===== config.mk =====
export PLATFORM = sky130hd
export DESIGN_NAME = synth_gen_controller
export DESIGN_NICKNAME = d
export VERILOG_FILES = /design/src/rtl/synth_gen_controller.sv
export SDC_FILE = /design/constraint.sdc
export NUM_CORES = 1
export LEC_CHECK = 0
export CORE_ASPECT_RATIO = 2
export CORE_UTILIZATION = 51
export CTS_BUF_LIST = sky130_fd_sc_hd__clkbuf_8 sky130_fd_sc_hd__clkbuf_16
export CTS_CLUSTER_DIAMETER = 40
export DETAILED_ROUTE_END_ITERATION = 16
export PLACE_DENSITY = 0.81
export SLEW_MARGIN = 20
export SYNTH_ARGS = -nofsm -noshare
export SYNTH_HDL_FRONTEND = slang
export SYNTH_SLANG_ARGS = --single-unit

===== constraint.sdc =====
create_clock -name CLK -period 3.1 [get_ports CLK]
set_input_delay 0.62 -clock CLK [delete_from_list [all_inputs] [get_ports CLK]]
set_output_delay 0.62 -clock CLK [all_outputs]
set_load 0.005 [all_outputs]

===== src/rtl/synth_gen_controller.sv =====
// Top-level sequencer for the phase-accumulator datapath: validates host configs,
// holds shadow config stable and runs single, repeated or continuous packet trains.
`timescale 1ns/1ps
module synth_gen_controller #(
    parameter int unsigned NUM_SIGNAL_TYPES = 3,
    parameter logic [31:0] F_CARRIER_MAX    = 32'd4000000000,
    parameter logic [15:0] START_TIMEOUT    = 16'd64,
    parameter int unsigned ABORT_CYCLES     = 2,
    parameter int unsigned MIN_GAP          = 2
) (
    input  logic        CLK,
    input  logic        RESET,
    input  logic        CFG_VALID,
    output logic        CFG_READY,
    input  logic [1:0]  CFG_SIGNAL_TYPE,
    input  logic [31:0] CFG_F_CARRIER,
    input  logic [9:0]  CFG_T_IMPULSE,
    input  logic [12:0] CFG_T_PERIOD,
    input  logic [4:0]  CFG_NUM_OF_IMP,
    input  logic [7:0]  CFG_REPEAT_CNT,
    input  logic [15:0] CFG_GAP_CYCLES,
    input  logic        CMD_START,
    input  logic        CMD_STOP,
    input  logic        OUT_REG_READY,
    input  logic        SIGN_START_CALC,
    input  logic        SIGN_STOP_CALC,
    output logic [1:0]  SIGNAL_TYPE,
    output logic [31:0] F_CARRIER,
    output logic [9:0]  T_IMPULSE,
    output logic [12:0] T_PERIOD,
    output logic [4:0]  NUM_OF_IMP,
    output logic        SIGN_START_GEN,
    output logic        ACC_RESET,
    output logic        BUSY,
    output logic        DONE,
    output logic [1:0]  ERR,
    output logic [7:0]  PKT_CNT
);

    localparam logic [7:0]  LP_ABORT_LAST = 8'(ABORT_CYCLES - 1);
    localparam logic [15:0] LP_MIN_GAP    = 16'(MIN_GAP);

    typedef enum logic [2:0] {
        S_IDLE,
        S_WAIT_READY,
        S_ARMED,
        S_RUNNING,
        S_GAP,
        S_ABORT
    } state_t;

    state_t      r_state;
    logic        r_cfgReady;
    logic        r_cfgOk;
    logic [1:0]  r_sigType;
    logic [31:0] r_fCarrier;
    logic [9:0]  r_tImpulse;
    logic [12:0] r_tPeriod;
    logic [4:0]  r_numOfImp;
    logic [7:0]  r_repeatCnt;
    logic [15:0] r_gapCycles;
    logic        r_startGen;
    logic        r_accReset;
    logic        r_busy;
    logic        r_done;
    logic [1:0]  r_err;
    logic [7:0]  r_pktCnt;
    logic [15:0] r_tmoCnt;
    logic [15:0] r_gapCnt;
    logic [7:0]  r_abortCnt;

    logic        w_accept;
    logic        w_typeOk;
    logic        w_freqOk;
    logic        w_timeOk;
    logic        w_cfgLegal;
    logic [7:0]  w_pktNext;
    logic [15:0] w_gapLoad;

    assign w_accept   = CFG_VALID && r_cfgReady;
    assign w_typeOk   = {30'd0, CFG_SIGNAL_TYPE} < NUM_SIGNAL_TYPES;
    assign w_freqOk   = (CFG_F_CARRIER != 32'd0) && (CFG_F_CARRIER <= F_CARRIER_MAX);
    assign w_timeOk   = (CFG_T_IMPULSE != 10'd0) && (CFG_NUM_OF_IMP != 5'd0) &&
                        ((CFG_NUM_OF_IMP <= 5'd1) || ({3'd0, CFG_T_IMPULSE} < CFG_T_PERIOD));
    assign w_cfgLegal = w_typeOk && w_freqOk && w_timeOk;
    assign w_pktNext  = r_pktCnt + 8'd1;
    assign w_gapLoad  = (r_gapCycles > LP_MIN_GAP) ? r_gapCycles : LP_MIN_GAP;

    // Abort has priority over every other transition once a run is under way.
    always_ff @(posedge CLK) begin
        if (RESET) begin
            r_state     <= S_IDLE;
            r_cfgReady  <= 1'b0;
            r_cfgOk     <= 1'b0;
            r_sigType   <= '0;
            r_fCarrier  <= '0;
            r_tImpulse  <= '0;
            r_tPeriod   <= '0;
            r_numOfImp  <= '0;
            r_repeatCnt <= '0;
            r_gapCycles <= '0;
            r_startGen  <= 1'b0;
            r_accReset  <= 1'b0;
            r_busy      <= 1'b0;
            r_done      <= 1'b0;
            r_err       <= 2'b00;
            r_pktCnt    <= '0;
            r_tmoCnt    <= '0;
            r_gapCnt    <= '0;
            r_abortCnt  <= '0;
        end else begin
            r_done <= 1'b0;
            if (CMD_STOP && (r_state != S_IDLE) && (r_state != S_ABORT)) begin
                r_startGen <= 1'b0;
                r_accReset <= 1'b1;
                r_abortCnt <= '0;
                r_err      <= 2'b11;
                r_state    <= S_ABORT;
            end else begin
                case (r_state)
                    S_IDLE: begin
                        r_cfgReady <= 1'b1;
                        if (w_accept) begin
                            if (w_cfgLegal) begin
                                r_sigType   <= CFG_SIGNAL_TYPE;
                                r_fCarrier  <= CFG_F_CARRIER;
                                r_tImpulse  <= CFG_T_IMPULSE;
                                r_tPeriod   <= CFG_T_PERIOD;
                                r_numOfImp  <= CFG_NUM_OF_IMP;
                                r_repeatCnt <= CFG_REPEAT_CNT;
                                r_gapCycles <= CFG_GAP_CYCLES;
                                r_cfgOk     <= 1'b1;
                                r_err       <= 2'b00;
                            end else begin
                                r_err <= 2'b01;
                            end
                        end else if (CMD_START) begin
                            if (r_cfgOk) begin
                                r_busy     <= 1'b1;
                                r_err      <= 2'b00;
                                r_pktCnt   <= '0;
                                r_cfgReady <= 1'b0;
                                r_state    <= S_WAIT_READY;
                            end else begin
                                r_err <= 2'b01;
                            end
                        end
                    end
                    S_WAIT_READY: begin
                        if (OUT_REG_READY) begin
                            r_startGen <= 1'b1;
                            r_tmoCnt   <= '0;
                            r_state    <= S_ARMED;
                        end
                    end
                    S_ARMED: begin
                        if (SIGN_START_CALC) begin
                            r_startGen <= 1'b0;
                            r_state    <= S_RUNNING;
                        end else if (r_tmoCnt == START_TIMEOUT - 16'd1) begin
                            r_startGen <= 1'b0;
                            r_accReset <= 1'b1;
                            r_abortCnt <= '0;
                            r_err      <= 2'b10;
                            r_state    <= S_ABORT;
                        end else begin
                            r_tmoCnt <= r_tmoCnt + 16'd1;
                        end
                    end
                    S_RUNNING: begin
                        if (SIGN_STOP_CALC) begin
                            r_pktCnt <= w_pktNext;
                            if ((r_repeatCnt != 8'd0) && (w_pktNext == r_repeatCnt)) begin
                                r_done     <= 1'b1;
                                r_busy     <= 1'b0;
                                r_cfgReady <= 1'b1;
                                r_state    <= S_IDLE;
                            end else begin
                                r_gapCnt <= w_gapLoad;
                                r_state  <= S_GAP;
                            end
                        end
                    end
                    S_GAP: begin
                        if (r_gapCnt <= 16'd1) begin
                            r_state <= S_WAIT_READY;
                        end else begin
                            r_gapCnt <= r_gapCnt - 16'd1;
                        end
                    end
                    S_ABORT: begin
                        if (r_abortCnt == LP_ABORT_LAST) begin
                            r_accReset <= 1'b0;
                            r_busy     <= 1'b0;
                            r_cfgReady <= 1'b1;
                            r_state    <= S_IDLE;
                        end else begin
                            r_abortCnt <= r_abortCnt + 8'd1;
                        end
                    end
                    default: r_state <= S_IDLE;
                endcase
            end
        end
    end

    assign CFG_READY      = r_cfgReady;
    assign SIGNAL_TYPE    = r_sigType;
    assign F_CARRIER      = r_fCarrier;
    assign T_IMPULSE      = r_tImpulse;
    assign T_PERIOD       = r_tPeriod;
    assign NUM_OF_IMP     = r_numOfImp;
    assign SIGN_START_GEN = r_startGen;
    assign ACC_RESET      = r_accReset;
    assign BUSY           = r_busy;
    assign DONE           = r_done;
    assign ERR            = r_err;
    assign PKT_CNT        = r_pktCnt;

endmodule

# Yosys cells after proc, flatten, opt, wreduce, memory -nomap -nowiden
# Index checks and enable logic that the tools add are counted.
[op_classes] addsub=4 n_lt_le_gt_ge=6 n_eq_ne=35 mux=61 n_bitwise=3 n_reduce_logical=37
[ops] operator="two-way mux 16 bit" count=7
[ops] operator="one-hot mux 16 bit (2 select lines)" count=2
[ops] operator="two-way mux 8 bit" count=7
[ops] operator="two-way mux 3 bit" count=11
[ops] operator="inequality test 3 bit (second input constant)" count=11
[ops] operator="less-or-equal comparator 32 bit (second input constant)" count=1
[ops] operator="one-hot mux 8 bit (2 select lines)" count=2
[ops] operator="nonzero test 32 bit" count=1
[ops] operator="inequality test 2 bit (second input constant)" count=14
[ops] operator="AND reduction 8 bit" count=3
[ops] operator="two-way mux 1 bit" count=21
[ops] operator="one-hot mux 3 bit (6 select lines)" count=1
[ops] operator="adder 16 x 1 -> 16 bit (second input constant)" count=1
[ops] operator="adder 8 x 1 -> 8 bit (second input constant)" count=2
[ops] operator="equality test 16 x 6 -> 1 bit (second input constant)" count=1
[ops] operator="greater-than comparator 16 x 2 -> 1 bit (second input constant)" count=1
[ops] operator="less-or-equal comparator 16 x 1 -> 1 bit (second input constant)" count=1
[ops] operator="AND reduction 4 bit" count=4
[ops] operator="subtractor 16 x 1 -> 16 bit (second input constant)" count=1
[ops] operator="AND reduction 5 bit" count=3
[ops] operator="< comparator 10 x 13 -> 1 bit" count=1
[ops] operator="nonzero test 3 bit" count=4
[ops] operator="two-way mux 2 bit" count=5
[ops] operator="nonzero test 10 bit" count=1
[ops] operator="other kinds (22)" count=40
[word_totals] ff_bits=145 inputBits=94 output_inout_bits=77 word_cells=166

# Depth between registers and ports, before layout
[logic_depth] word_depth=8 depth_mapped=11 depth_no_buf=9

# Least setup slack after synthesis
# OpenSTA, ideal clock, no wires.
[synth_timing] path_kind="input to register" start="input CFG_F_CARRIER[11]" end="register r_cfgOk" setup_time_ps=115 arrival_time_ps=2518 t_required_ps=2985 slack_ps=467 stages=10 cell_sequence="or4_1 -> nor4_1 -> nand4_1 -> o221a_2 -> nand2_1 -> nor3_1 -> clkbuf_1 -> buf_2 -> buf_2 -> o21ba_2"
[synth_between] elab_chain_len=5
[synth_lines] item="start, declared" line_no="16" rtl="input logic [31:0] CFG_F_CARRIER,"
[synth_lines] item="less-or-equal comparator 32 bit or nonzero test 32 bit (tied branches)" line_no="82" rtl="assign w_freqOk = (CFG_F_CARRIER != 32'd0) && (CFG_F_CARRIER <= F_CARRIER_MAX);"
[synth_lines] item="logical AND 1 bit *" line_no="82"
[synth_lines] item="logical AND 1 bit * (2 in a row)" line_no="85" rtl="assign w_cfgLegal = w_typeOk && w_freqOk && w_timeOk;"
[synth_lines] item="AND reduction 4 bit (no source line) *"
[synth_lines] item="end signal, assigned" line_no="94" rtl="r_cfgOk <= 1'b0;"
[synth_lines] item="end signal, assigned" line_no="132" rtl="r_cfgOk <= 1'b1;"
[synth_lines] item="end, declared" line_no="54" rtl="logic r_cfgOk;"
# Mark *: on every way between the ends. The rest lies on a longest branch, timed or not.
# A chain may end at the register's enable or synchronous reset.

# Worst setup path after layout
[layout_timing] start="register r_gapCnt[9]" end="register r_state[0]"
[layout_between] elab_chain_len=3
[layout_lines] item="start, declared" line_no="69" rtl="logic [15:0] r_gapCnt;"
[layout_lines] item="start signal, assigned" line_no="179" rtl="r_gapCnt <= w_gapLoad;"
[layout_lines] item="start signal, assigned" line_no="188" rtl="r_gapCnt <= r_gapCnt - 16'd1;"
[layout_lines] item="less-or-equal comparator 16 x 1 -> 1 bit" line_no="185" rtl="if (r_gapCnt <= 16'd1) begin"
[layout_lines] item="inequality test 3 bit (no source line)"
[layout_lines] item="AND reduction 8 bit (no source line)"
[layout_lines] item="end signal, assigned" line_no="180" rtl="r_state <= S_GAP;"
[layout_lines] item="end signal, assigned" line_no="186" rtl="r_state <= S_WAIT_READY;"
[layout_lines] item="end signal, assigned" line_no="196" rtl="r_state <= S_IDLE;"
[layout_lines] item="end, declared" line_no="52" rtl="state_t r_state;"
# No other way between the ends.

==> results.md <==
- Outcome: finished clean
- Clock Tree Root: clkbuf_16
- DRT Wirelength: about 20 mm
- Hold Violations, Final: 0
- Peak VDD IR: about 360 uV
- Routed len/inst: around 16 um
- Dpl cells: 1255
- CP delay by family, top: simple AND/OR/NAND/NOR gates
- DRC viols: 0
- LEAKAGE: 3.762 nW
- Total congestion overflow: 0
- Post-synth EDFFs: 0
- P_sw: between 1.5 and 2 mW
- Mapped cell area: 0.007692 sq mm
- Critical setup path kind: reg2reg
- Die Ht: 175.7 um
- 1st-iter DRT viols: approximately 390
- Num CTS Buffers: 17
- First-pass GRT wire length: ~33 mm
- Vias in the first global route: between 7000 and 8000
- Critical Path Sink Type: flop
- CTS tree: done
- Area grow syn2layout: 34.82%
- Largest net degree at the start of global routing: 125
- CP bufs+invs: 0
- Post-Synthesis Cells: approximately 900
- Final critical-path share of the clock period: 88.05%
- Pins Over Slew Limit: 0
- Switching Fraction: between 20% and 30%
- Minimum clock period: roughly 2.7 ns
- CTS max path bufs: 2
- Footprint of the multi-input gates: around 0.0045 sq mm
- Die footprint: ~0.016 sq mm
- DP HPWL: ~15 mm
- DR vias: between 6000 and 7000
- Startpoint types: flop
- # IOs: 171
- Power per cell area: roughly 530 mW/mm^2
- Comb pwr share: 24.6%
- Part of the power in registers: around two fifths
- Setup_tns: 0 ns
- Setup violations, final: 0
- Buffers on Ports: between 150 and 200
- First-pass DRT Iterations: 4
- Minimum hold slack: about 0.46 ns
- Fmax: around 0.37 GHz
- Final setup margin: 0.3703 ns
- Post-route ant nets: 0
- Hold_buf cts: 0
- Synthesized Nets: 1011
- Clock transition at path regs: around 0.060 ns
- FF/Latch Area: a little under 0.003 sq mm
- CP max FO: 7
- Layout Utilization: between 70 and 80%
- Synth Flop Type: dfxtp_1
- Max stage delay on crit path: 0.59 ns
- Initial antenna violation count: 0
- Initial core utilization: a little over half
- Critical-path top delay cell: or4_4
- Post_cts resized: 0
- Clk_lat worst skew: about 0.41 ns
- Layout Cells excl Fill: around 1300
- Critical path, cell by cell: or4_4 > or3_4 > nor4_4 > nor2_1 > nor4_1 > a211oi_1 > nor3_1
- Pre-CTS setup slack: -0.03651 ns
- Die width: between 80 and 90 um
- GP Congestion: roughly 0.89
- Rows: 63
- Fill cell count: 1181
- Drt via density: approximately 5.4
- Placed Area: a little under 0.01 sq mm
- Slew HR: 53.20%
- Mean Syn Cell Area: 8.528 sq um
- Async S/R FF share, synth: 0%
- Max_cap viols: 0
- Fin area: roughly 0.010 sq mm
- Yosys reg bits: between 100 and 150
- Total Power: 5.498 mW
- Clock sink count: approximately 150
- Worst Skew: approximately 0.011 ns
- Global Route Usage Sum: a little over a quarter
- Seq/Total Area, Yosys: between 30% and 40%
- Pint: slightly below 4 mW
- Antenna diode count: 0
- Unique masters post-synth: 64
- Min-Delay Path Class: reg2reg
- Post-CTS setup buffer count: 0
- Worst EP required: 3.43 ns
- Nets: approximately 1200
- Clock share of power: 36.3%
- H-tree depth: 4
- Critical Path AT: between 3 and 4 ns
- RSZ-0062 raised after global routing: false
- Share of post-route cells with drive strength above 1: under 10%
- Core Region: 0.01474 sq mm
- Synth warn: 0
- Worst-Margin Slew: 0.7020 ns
[cell type report]
| cell class | instances | area share (%) |
|---|---|---|
| clock buffers | 17 | 4.102 |
| clock inverters | 15 | 1.424 |
| inverters | 19 | 0.6877 |
| multi-input cells | 687 | 43.64 |
| flip-flops and latches | 145 | 27.99 |
| well taps | 195 | 2.353 |
| repair buffers | 209 | 19.81 |
[cell usage after synthesis (3+ instances only)]
| master | number | area [sq um] |
|---|---|---|
| nand2b_1 | 182 | 1139 |
| a211oi_1 | 5 | 37.54 |
| and3_1 | 5 | 31.28 |
| xnor2_1 | 8 | 70.07 |
| o21ai_0 | 36 | 180.2 |
| inv_1 | 19 | 71.32 |
| nor3_1 | 22 | 110.1 |
| buf_2 | 5 | 25.02 |
| clkbuf_1 | 45 | 168.9 |
| or3_1 | 6 | 37.54 |
| or4_1 | 6 | 45.04 |
| nand2_1 | 45 | 168.9 |
| nor4_1 | 22 | 137.6 |
| o21a_1 | 3 | 22.52 |
| and2_1 | 3 | 18.77 |
| nand3_1 | 13 | 65.06 |
| a21oi_1 | 52 | 260.3 |
| nor2_1 | 69 | 259.0 |
| nand4_1 | 14 | 87.58 |
| a21o_1 | 3 | 22.52 |
| a22oi_1 | 3 | 22.52 |
| nand3b_1 | 4 | 30.03 |
| o31ai_1 | 3 | 22.52 |
| ha_1 | 15 | 187.7 |
| a31oi_1 | 6 | 37.54 |
| or2_2 | 11 | 68.82 |
| dfxtp_1 | 145 | 2903 |
| mux2i_1 | 87 | 870.8 |
| xor2_1 | 22 | 192.7 |
[registers in the layout, indices dropped and copies added (netlist names), 10 cells and up]
register and cells:
r_tmoCnt 16, T_IMPULSE 10, T_PERIOD 13, r_gapCnt 16, F_CARRIER 32, r_gapCycles 16
[power by group through the flow]
stage | Combinational, mW | Clock (mW) | Sequential [mW]
floorplan | 0.778 | 0 | 2.14
global placement | 1.32 | 0 | 2.18
detailed placement | 1.34 | 0 | 2.18
CTS | 1.35 | 2.03 | 2.14
global route | 1.47 | 2.11 | 2.17
finish | 1.35 | 2.00 | 2.15
[path summary, 6_finish.rpt]
path                                                 to                startpoint  slack, ns  depth (start not counted)
worst min register to register   ACC_RESET$_SDFFE_PP0P_    ACC_RESET$_SDFFE_PP0P_       0.46                          2
worst max register to register  r_state[0]$_SDFFE_PP0P_  r_gapCnt[9]$_SDFFE_PP0P_       0.37                          7
worst min-delay path             ACC_RESET$_SDFFE_PP0P_    ACC_RESET$_SDFFE_PP0P_       0.46                          2
worst max-delay path            r_state[0]$_SDFFE_PP0P_  r_gapCnt[9]$_SDFFE_PP0P_       0.37                          7
[metal layers]
layer / share of wire [%] / GRT usage, % / vias to the layer above / wire [um]
met1: 36 / 25.20 / 3271 / 7435
met4: 3.6 / 12.10 / 0 / 735
li1: - / - / 3487 / -
met2: 55 / 51.89 / 169 / 11340
met3: 4.7 / 6.391 / 48 / 972
met5: 0 / 0 / - / 0
[layout by cell type, fill, tap and decap left out, drive strengths merged, types with 22 or more instances in the layout]
master and count:
nor2 69, nor3 22, nand2 45, nand2b 182, o21ai 36, clkdlybuf4s50 169, a21oi 52, inv 27
mux2i 87, xor2 22, buf 40, dfxtp 145, nor4 24
[worst register-to-register path, delay by kind of cell (launching register included)]
family / cells / cell delay (ns)
AOI/OAI and AO/OA: 1 / 0.16
DFF: 1 / 0.37
and+or+nand+nor: 6 / 2.12
[cell families (layout without fill, tap and decap cells)]
group,after synthesis,in the layout,share of synthesized area [%]
AO/OA/AOI/OAI,134,134,10.57
AND/OR/NAND/NOR,420,420,30.87
multiplexers,88,88,11.47
flip-flops,145,145,37.74
buffers and inverters,70,260,3.497
XOR/XNOR,30,30,3.416
adder cells (fa/ha/maj),15,15,2.440
Note: power is estimated with default switching activity, not from simulation.
